`src/rtl/nash_cipher_stream_if.sv`:
```
// Bit-stream handshake bundle for nash_cipher_stream: input bit channel and output bit channel.
// The master side produces input bits and consumes output bits; the slave side is the cipher.
interface nash_cipher_stream_if;
    logic in_valid;
    logic in_ready;
    logic in_bit;
    logic out_valid;
    logic out_ready;
    logic out_bit;

    modport master (
        output in_valid,
        output in_bit,
        output out_ready,
        input  in_ready,
        input  out_valid,
        input  out_bit
    );

    modport slave (
        input  in_valid,
        input  in_bit,
        input  out_ready,
        output in_ready,
        output out_valid,
        output out_bit
    );
endinterface

```
`src/rtl/nash_cipher_stream.sv`:
```
// Streaming Nash self-synchronising bit cipher with run-time loadable red/blue permutation
// tables, key-seeded shift memory and encrypt/decrypt mode, over valid/ready handshakes.
module nash_cipher_stream #(
    parameter int unsigned STATE_WIDTH = 4,
    parameter int unsigned MEM_DEPTH   = 8
) (
    input  logic                   clk,
    input  logic                   rst_n,
    input  logic                   cfg_we,
    input  logic                   cfg_sel,
    input  logic [STATE_WIDTH-1:0] cfg_addr,
    input  logic [STATE_WIDTH-1:0] cfg_next,
    input  logic                   cfg_flip,
    input  logic                   key_load,
    input  logic [MEM_DEPTH-1:0]   key_data,
    input  logic                   mode,
    nash_cipher_stream_if.slave    strm,
    output logic                   running
);

    localparam int unsigned Entries = 2 ** STATE_WIDTH;

    typedef enum logic [0:0] {StIdle, StRun} state_e;

    state_e                 fsm_q;
    logic                   running_q;
    logic [STATE_WIDTH-1:0] curr_q;
    logic [MEM_DEPTH-1:0]   mem_q;
    logic                   mode_q;
    logic                   out_valid_q;
    logic                   out_bit_q;

    logic [STATE_WIDTH-1:0] red_next_q  [Entries];
    logic [STATE_WIDTH-1:0] blue_next_q [Entries];
    logic [Entries-1:0]     red_flip_q;
    logic [Entries-1:0]     blue_flip_q;

    logic                   in_ready;
    logic                   accept;
    logic                   res;
    logic                   fb;
    logic [STATE_WIDTH-1:0] tbl_next;
    logic                   tbl_flip;
    logic [MEM_DEPTH-1:0]   mem_shift;

    // Key load blocks acceptance so a re-key never races with a data bit.
    assign in_ready = running_q & ~key_load & (~out_valid_q | strm.out_ready);
    assign accept   = strm.in_valid & in_ready;

    // fb is always the ciphertext bit, so encrypt and decrypt walk identical state sequences.
    always_comb begin
        res       = strm.in_bit ^ mem_q[0];
        fb        = mode_q ? strm.in_bit : res;
        tbl_next  = fb ? red_next_q[curr_q] : blue_next_q[curr_q];
        tbl_flip  = fb ? red_flip_q[curr_q] : blue_flip_q[curr_q];
        mem_shift = (mem_q >> 1) | (MEM_DEPTH'(fb ^ tbl_flip) << (MEM_DEPTH - 1));
    end

    // Permutation tables: writable only while idle, identity after reset.
    always_ff @(posedge clk or negedge rst_n) begin
        if (!rst_n) begin
            for (int unsigned i = 0; i < Entries; i++) begin
                red_next_q[i]  <= STATE_WIDTH'(i);
                blue_next_q[i] <= STATE_WIDTH'(i);
            end
            red_flip_q  <= '0;
            blue_flip_q <= '0;
        end else if (cfg_we && fsm_q == StIdle) begin
            if (cfg_sel) begin
                red_next_q[cfg_addr] <= cfg_next;
                red_flip_q[cfg_addr] <= cfg_flip;
            end else begin
                blue_next_q[cfg_addr] <= cfg_next;
                blue_flip_q[cfg_addr] <= cfg_flip;
            end
        end
    end

    always_ff @(posedge clk or negedge rst_n) begin
        if (!rst_n) begin
            fsm_q       <= StIdle;
            running_q   <= 1'b0;
            curr_q      <= '0;
            mem_q       <= '0;
            mode_q      <= 1'b0;
            out_valid_q <= 1'b0;
            out_bit_q   <= 1'b0;
        end else begin
            if (key_load) begin
                fsm_q       <= StRun;
                running_q   <= 1'b1;
                mem_q       <= key_data;
                curr_q      <= '0;
                mode_q      <= mode;
                out_valid_q <= 1'b0;
            end else if (accept) begin
                curr_q      <= tbl_next;
                mem_q       <= mem_shift;
                out_bit_q   <= res;
                out_valid_q <= 1'b1;
            end else if (out_valid_q && strm.out_ready) begin
                out_valid_q <= 1'b0;
            end
        end
    end

    assign strm.in_ready  = in_ready;
    assign strm.out_valid = out_valid_q;
    assign strm.out_bit   = out_bit_q;
    assign running        = running_q;

endmodule

```
`src/flat_wrapper.sv`:
```
// flat-port wrapper written by rule: the top's interface ports become plain ports
module nash_cipher_stream_flat 
#(
    parameter int unsigned STATE_WIDTH = 4,
    parameter int unsigned MEM_DEPTH   = 8
)
  (clk, rst_n, cfg_we, cfg_sel, cfg_addr, cfg_next, cfg_flip, key_load, key_data, mode, running, strm_in_valid, strm_in_bit, strm_out_ready, strm_in_ready, strm_out_valid, strm_out_bit);
  nash_cipher_stream_if strm_i ();
  input  logic clk;
  input  logic rst_n;
  input  logic cfg_we;
  input  logic cfg_sel;
  input  logic [STATE_WIDTH-1:0] cfg_addr;
  input  logic [STATE_WIDTH-1:0] cfg_next;
  input  logic cfg_flip;
  input  logic key_load;
  input  logic [MEM_DEPTH-1:0] key_data;
  input  logic mode;
  output logic running;
  input wire logic [$bits(strm_i.in_valid)-1:0] strm_in_valid;
  input wire logic [$bits(strm_i.in_bit)-1:0] strm_in_bit;
  input wire logic [$bits(strm_i.out_ready)-1:0] strm_out_ready;
  output wire logic [$bits(strm_i.in_ready)-1:0] strm_in_ready;
  output wire logic [$bits(strm_i.out_valid)-1:0] strm_out_valid;
  output wire logic [$bits(strm_i.out_bit)-1:0] strm_out_bit;
  assign strm_i.in_valid = strm_in_valid;
  assign strm_i.in_bit = strm_in_bit;
  assign strm_i.out_ready = strm_out_ready;
  assign strm_in_ready = strm_i.in_ready;
  assign strm_out_valid = strm_i.out_valid;
  assign strm_out_bit = strm_i.out_bit;
  nash_cipher_stream #(.STATE_WIDTH(STATE_WIDTH), .MEM_DEPTH(MEM_DEPTH)) u_core (.clk(clk), .rst_n(rst_n), .cfg_we(cfg_we), .cfg_sel(cfg_sel), .cfg_addr(cfg_addr), .cfg_next(cfg_next), .cfg_flip(cfg_flip), .key_load(key_load), .key_data(key_data), .mode(mode), .strm(strm_i), .running(running));
endmodule
```
`config.mk`:
```
export PLATFORM = sky130hd
export DESIGN_NAME = nash_cipher_stream_flat
export DESIGN_NICKNAME = d
export VERILOG_FILES = /design/src/rtl/nash_cipher_stream_if.sv /design/src/rtl/nash_cipher_stream.sv /design/src/flat_wrapper.sv
export SDC_FILE = /design/constraint.sdc
export NUM_CORES = 1
export LEC_CHECK = 0
export ABC_AREA = 1
export CAP_MARGIN = 30
export CORE_UTILIZATION = 60
export DETAILED_ROUTE_END_ITERATION = 10
export PLACE_DENSITY = 0.78
export SYNTH_ARGS = -nofsm -noshare
export SYNTH_HDL_FRONTEND = slang
export SYNTH_SLANG_ARGS = --single-unit
```
`constraint.sdc`:
```
create_clock -name clk -period 3.8 [get_ports clk]
set_input_delay 0.95 -clock clk [delete_from_list [all_inputs] [get_ports clk]]
set_output_delay 0.95 -clock clk [all_outputs]
set_load 0.02 [all_outputs]
```
==> results of run 1 <==
==> critical path: stages <==
cell and delay (ns):
clkdlybuf4s50_1 0.44, nor3_2 0.22, clkdlybuf4s50_1 0.63
==> power groups by stage <==
stage | logic, mW | registers, mW | clock network (mW)
6_report | 0.567 | 1.91 | 1.73
5_1_grt | 0.619 | 1.91 | 1.85
4_1_cts | 0.560 | 1.91 | 1.75
3_5_place_dp | 0.555 | 1.94 | 0
3_3_place_gp | 0.553 | 1.94 | 0
2_1_floorplan | 0.353 | 1.94 | 0
==> layer usage <==
metal,vias to the layer above,track usage (%),part of all wire (%)
met5,-,0,0
met2,231,46.5,46
li1,3442,-,-
met3,33,6.13,6.1
met1,3367,43.6,46
met4,0,12.5,2.3
==> how the worst max path moves through the flow <==
stage,start,end,slack [ns],depth (start not counted)
after detailed placement,strm_out_ready,strm_in_ready,0.63,4
after floorplan,key_load,strm_in_ready,1.54,1
final,key_load,strm_in_ready,0.61,3
after global routing,strm_out_ready,strm_in_ready,0.56,4
after global placement,strm_out_ready,strm_in_ready,0.65,4
after CTS,strm_out_ready,strm_in_ready,0.62,4
==> synth_stat cells <==
cell type	instances
o21ai_1	153
nand3_1	113
buf_6	1
o21a_1	1
dfrtp_1	112
or2_1	2
buf_4	5
buf_1	1
clkbuf_1	27
nor2_1	48
inv_1	68
buf_2	15
clkinv_1	1
o21ai_0	26
dfstp_2	64
a21oi_1	2
nor2_2	1
o221ai_1	7
nor3_2	2
inv_2	9
nand2_1	407
==> sequential cells by signal, summed over array words and instances, names as in the netlist <==
name / cells
u_core.blue_flip_q: 16
u_core.blue_next_q: 64
u_core.curr_q: 4
u_core.fsm_q: 1
u_core.mem_q: 8
u_core.mode_q: 1
u_core.red_flip_q: 16
u_core.red_next_q: 64
u_core.strm.out_bit: 1
u_core.strm.out_valid: 1
==> kinds of logic after synthesis <==
kind of cell,share of synthesized area (%)
compound gates,11.8
buf+inv,6.29
flops,54.1
simple gates,27.9
==> metrics by stage <==
| step | util (%) | area, sq um | total power [mW] |
|---|---|---|---|
| 4_1_cts | 69.4 | 9260 | 4.22 |
| 2_1_floorplan | - | 8290 | 2.30 |
| 3_3_place_gp | 65.0 | 8670 | 2.49 |
| 5_1_grt | 69.4 | 9260 | 4.38 |
| 3_5_place_dp | 65.0 | 8670 | 2.50 |
| 6_report | 69.4 | 9260 | 4.21 |
==> area by class of cell <==
cell class	count	share of cell area, %
Clock buffer	19	4.89
Sequential cell	176	48.4
Inverter	78	3.16
Tap cell	176	2.38
Timing Repair Buffer	38	4.15
Multi-Input combinational cell	762	35.5
Clock inverter	13	1.50
==> summary.txt, run 1 <==
Status
  • Run status: finished, final reports clean

Synth
  • Post-Syn Area: between 8000 and 9000 sq um
  • Sequential area share after synthesis: a little over half
  • Most area-hungry cell type in the Yosys netlist: dfrtp_1
  • Top cell type's share of synthesized area: about a third
  • Synth top area cells: dfrtp_1, dfstp_2, nand2_1, o21ai_1, nand3_1
  • Syn avg cell area: 7.79 sq um
  • Post-Syn Nets: approximately 1100
  • Yosys warns: 0
  • Synth cell types: 21
  • Post-Syn Instances: 1065
  • Flops & latches, synth: between 150 and 200

Clock network
  • Worst-Skew Late Latency: between 0.4 and 0.5 ns
  • TritonCTS buffer count: 17
  • CTS tree: yes
  • Post-CTS Setup Inserts: 0
  • CTS root buffer: clkbuf_16
  • PostCTS Resize Cnt: 0
  • Clock Sinks: between 150 and 200
  • Clock tree buffer depth: 2
  • # H-tree levels: 4
  • Clock slew seen by the registers of the worst setup and hold paths: 0.06 ns
  • CTS Hold Bufs: 0

Min path
  • Worst Hold End: u_core.red_next_q[34]
  • Hold Path Class: reg -> reg
  • Hold Path Depth: 2
  • Min-delay src: u_core.red_next_q[34]

Cells and area
  • N_diodes: 0
  • Filler cells: roughly 1100
  • Sequential cell area: approximately 4500 sq um
  • Area occupied by multi-input gates: ~3300 sq um
  • Share of cells above drive strength 1: a little over a tenth
  • Layout area overhead: 11.7%
  • Nets@finish: between 1000 and 1500
  • Most frequent cells in the layout: nand2_1, o21ai_1, nand3_1, dfrtp_1, inv_1
  • Commonest non-fill, non-tap cell in the layout: nand2_1
  • Final non-filler cell total: 1262

Pwr
  • Clock share of power: between 40% and 50%
  • Sequential fraction of design power: 45.3%
  • Switch share: approximately 27%
  • PwrDens: roughly 450 nW/um^2
  • Leak: 3.99 nW
  • Logic pwr share: between 10 and 15%
  • Peak supply drop: about 0.35 mV
  • Internal: 3.05 mW
  • NetSw: between 1 and 1.5 mW

Global routing
  • Largest net degree at the start of global routing: 85
  • Grt ovf: 0
  • Antenna violations before repair: 0
  • Global-route wire length before repair: between 30000 and 40000 microns
  • GRT Util Overall: a little under a third
  • Number of global-route vias before repair: 6645

Timing
  • Setup violators final: 0
  • Fin. max-slew vios: 0
  • Slew @ Worst Pin: around 0.97 ns
  • Max Freq: 314 MHz
  • Max Clock Skew: 0.00604 ns
  • RSZ-0062 raised after global routing: no
  • Tcrit/Tclk final: between 80% and 90%
  • Hold Violations, Final: 0
  • Slew margin rel.: between 30% and 40%
  • Final TNS setup: 0 ns
  • Crit path time final: around 3.2 ns
  • Final worst slack: ~0.61 ns
  • Worst hold slack: about 0.47 ns

Flow run
  • Max_cap viols: 0

Placed design
  • Final Wtd Congestion: between 0.8 and 0.9
  • Buffers added on ports: 29
  • Post-DP HPWL: around 13000 microns
  • Dpl ws: around 0.63 ns
  • Placed Cells: approximately 1200

Drt
  • WL final: roughly 20000 microns
  • DRT iter0 DRCs: around 800
  • Antenna viol nets, final: 0
  • DR vias/cell: 5.60
  • Detailed Routing Iterations Pass 1: 5
  • Drt drc: 0
  • Via count: just over 7000
  • DR WL/cell: between 15 and 20 microns

Critical path
  • RR Startpoint: u_core.curr_q[0]
  • WS Path Type: in -> out
  • CP Data Arrival Time: about 2.2 ns
  • R2R cell count: 11
  • Worst Path Required: approximately 2.9 ns
  • Worst reg-to-reg setup slack: about 1.6 ns
  • Worst-path fanout max: 2
  • RR Endpoint: u_core.mem_q[7]
  • Crit start category: input pin
  • Crit path capture type: output port

Floorplan
  • CORE AREA: around 13000 sq um
  • Starting Density: between 60 and 70%
  • Row Count: 42
  • IO Count: 30
  • Die span in x: between 100 and 150 microns
  • Die height: 120 microns
  • Die Area: roughly 14000 sq um
Power figures use the tool's default switching activity.
==> run 2, diff against run 1 <==
--- a/config.mk
+++ b/config.mk
@@ -7,9 +7,9 @@
 export LEC_CHECK = 0
 export ABC_AREA = 1
 export CAP_MARGIN = 30
-export CORE_UTILIZATION = 60
+export CORE_UTILIZATION = 55
 export DETAILED_ROUTE_END_ITERATION = 10
-export PLACE_DENSITY = 0.78
+export PLACE_DENSITY = 0.76
 export SYNTH_ARGS = -nofsm -noshare
 export SYNTH_HDL_FRONTEND = slang
 export SYNTH_SLANG_ARGS = --single-unit
==> constraint.sdc (replaced) <==
create_clock -name clk -period 2.7 [get_ports clk]
set_input_delay 0.675 -clock clk [delete_from_list [all_inputs] [get_ports clk]]
set_output_delay 0.675 -clock clk [all_outputs]
set_load 0.02 [all_outputs]
==> run 2 against run 1 <==
The flow now finishes with violations (DRC); worst hold slack worse by 0.21 ns; non-clock buffer count up 8; global-route usage down 2.2 points; setup slack worse by 0.53 ns; flip-flop and latch count is the same; critical path depth did not move; sequential power is 41% higher; via count is 0.74% higher; core utilization fell by 5.6 points; total power grew 40%; register-to-register slack got worse by 0.70 ns; critical endpoint unchanged; largest power group unchanged; highest routed layer unchanged.
==> summary.txt, run 2 (synthesis results as in run 1) <==
Placed design
  • Placed Cells: 1246
  • Post-DP HPWL: ~13000 microns
  • Placed cell area: 8780 sq um
  • Buffers added on ports: 29
  • Dpl ws: 0.0828 ns
  • Final Wtd Congestion: approximately 0.94

Critical path
  • WS Path Type: in -> out
  • R2R cell count: 9
  • Worst Path Required: slightly above 2 ns
  • Worst reg-to-reg setup slack: between 0.8 and 0.9 ns
  • Worst-path fanout max: 2
  • Worst setup startpoint: key_load
  • RR Endpoint: u_core.curr_q[2]
  • Worst Setup EP: strm_in_ready
  • RR Startpoint: u_core.curr_q[0]
  • Crit start category: input pin
  • CP Data Arrival Time: 1.94 ns
  • Crit path capture type: output port

Clock network
  • Post-CTS Setup Inserts: 0
  • Worst-Skew Late Latency: approximately 0.43 ns
  • Clock tree buffer depth: 2
  • # H-tree levels: 4
  • PostCTS Resize Cnt: 0
  • CTS root buffer: clkbuf_16
  • CTS Hold Bufs: 0
  • Clock slew seen by the registers of the worst setup and hold paths: around 0.06 ns
  • Clock Sinks: 176
  • CTS tree: yes
  • TritonCTS buffer count: 17

Pwr
  • Switch share: 27.3%
  • Peak supply drop: approximately 0.47 mV
  • Leak: just over 4 nW
  • Sequential fraction of design power: 45.5%
  • Clock share of power: 40.5%
  • Internal: 4.29 mW
  • Total power: 5.91 mW
  • PwrDens: 632 nW/um^2
  • NetSw: around 1.6 mW
  • Logic pwr share: between 10% and 20%

Timing
  • Crit path time final: around 2.6 ns
  • Slew margin rel.: a little over half
  • Setup violators final: 0
  • Final TNS setup: 0 ns
  • Fin. max-slew vios: 0
  • Tcrit/Tclk final: a little over nine tenths
  • Max Clock Skew: between 0.01 and 0.015 ns
  • Hold Violations, Final: 0
  • RSZ-0062 raised after global routing: no
  • Final worst slack: about 0.087 ns
  • Slew @ Worst Pin: a little under 0.7 ns
  • Max Freq: 383 MHz

Cells and area
  • Final non-filler cell total: 1278
  • Layout area overhead: 12.7%
  • Post-route cell area: 9350 sq um
  • Nets@finish: 1107
  • Share of cells above drive strength 1: 11.3%
  • Commonest non-fill, non-tap cell in the layout: nand2_1
  • Most frequent cells in the layout: nand2_1, o21ai_1, nand3_1, dfrtp_1, inv_1
  • N_diodes: 0
  • Filler cells: about 1300
  • Regs by FF count: u_core.blue_next_q: 64 flops, u_core.red_next_q: 64 flops

Drt
  • Detailed Routing Iterations Pass 1: 9
  • DRT iter0 DRCs: slightly below 700
  • DR vias/cell: between 5 and 6
  • WL final: roughly 21000 microns
  • Via count: between 7000 and 8000
  • Drt drc: 16
  • DR WL/cell: between 15 and 20 microns
  • Antenna viol nets, final: 0

Global routing
  • Largest net degree at the start of global routing: 85
  • Global-route wire length before repair: roughly 35000 microns
  • Grt ovf: 0
  • GRT Util Overall: between 20% and 30%
  • Antenna violations before repair: 0
  • Number of global-route vias before repair: roughly 6700

Floorplan
  • CORE AREA: about 15000 sq um
  • Row Count: 44
  • Starting Density: 56.6%
  • Die height: 125 microns
  • Die Area: 15600 sq um
  • Die span in x: about 120 microns
  • IO Count: 30

Status
  • Failing checks: DRC
  • Run status: complete, but fails checks

Min path
  • Hold Path Class: in -> async

Flow run
  • Max_cap viols: 0
[run 2: cell types whose count changed in the layout (fill, tap and decap cells not counted)]
cell,previous run,this run
buf_12,2,5
clkbuf_8,2,1
clkbuf_1,0,3
clkinv_2,3,4
clkinv_4,3,0
buf_4,7,12
[run 2: cell type report]
class	count	area [sq um]	area share, %
clock inverters	11	118	1.26
multi-input cells	762	3290	35.2
repair buffers	46	482	5.15
inverters	78	293	3.13
well taps	184	230	2.46
flip-flops and latches	176	4490	48.0
clock buffers	21	450	4.82
[run 2: power groups by stage]
stage	clock network (mW)	registers (mW)	logic (mW)
after floorplan	0	2.73	0.497
after global placement	0	2.73	0.815
after detailed placement	0	2.73	0.819
after CTS	2.42	2.69	0.823
after global routing	2.53	2.69	0.907
final	2.39	2.69	0.827
[run 2: layer usage]
layer,up-vias,GRT usage [%],share of wire [%]
met5,-,0,0
met4,0,10.1,1.7
met3,30,4.73,5.8
met2,229,46.3,48
met1,3403,38.8,45
li1,3463,-,-
[run 2: per-stage QoR]
step           utilization (%)  hold WS, ns
2_1_floorplan                -        0.379
3_3_place_gp              59.9        0.459
3_5_place_dp              59.9        0.464
4_1_cts                   63.8        0.273
5_1_grt                   63.8        0.296
6_report                  63.8        0.257
[run 2: worst min-delay path by stage]
stage,from,end,cells past startpoint
finish,rst_n,u_core.red_next_q[45],1
global route,rst_n,u_core.red_next_q[60],1
CTS,rst_n,u_core.red_next_q[36],1
detailed placement,u_core.red_next_q[2],u_core.red_next_q[2],2
global placement,u_core.red_next_q[48],u_core.red_next_q[48],2
floorplan,rst_n,u_core.blue_flip_q[0],0
[run 2: worst max-delay path, stage by stage]
cell,delay [ns]
clkdlybuf4s50_1,0.43
nor3_2,0.20
clkdlybuf4s50_1,0.62
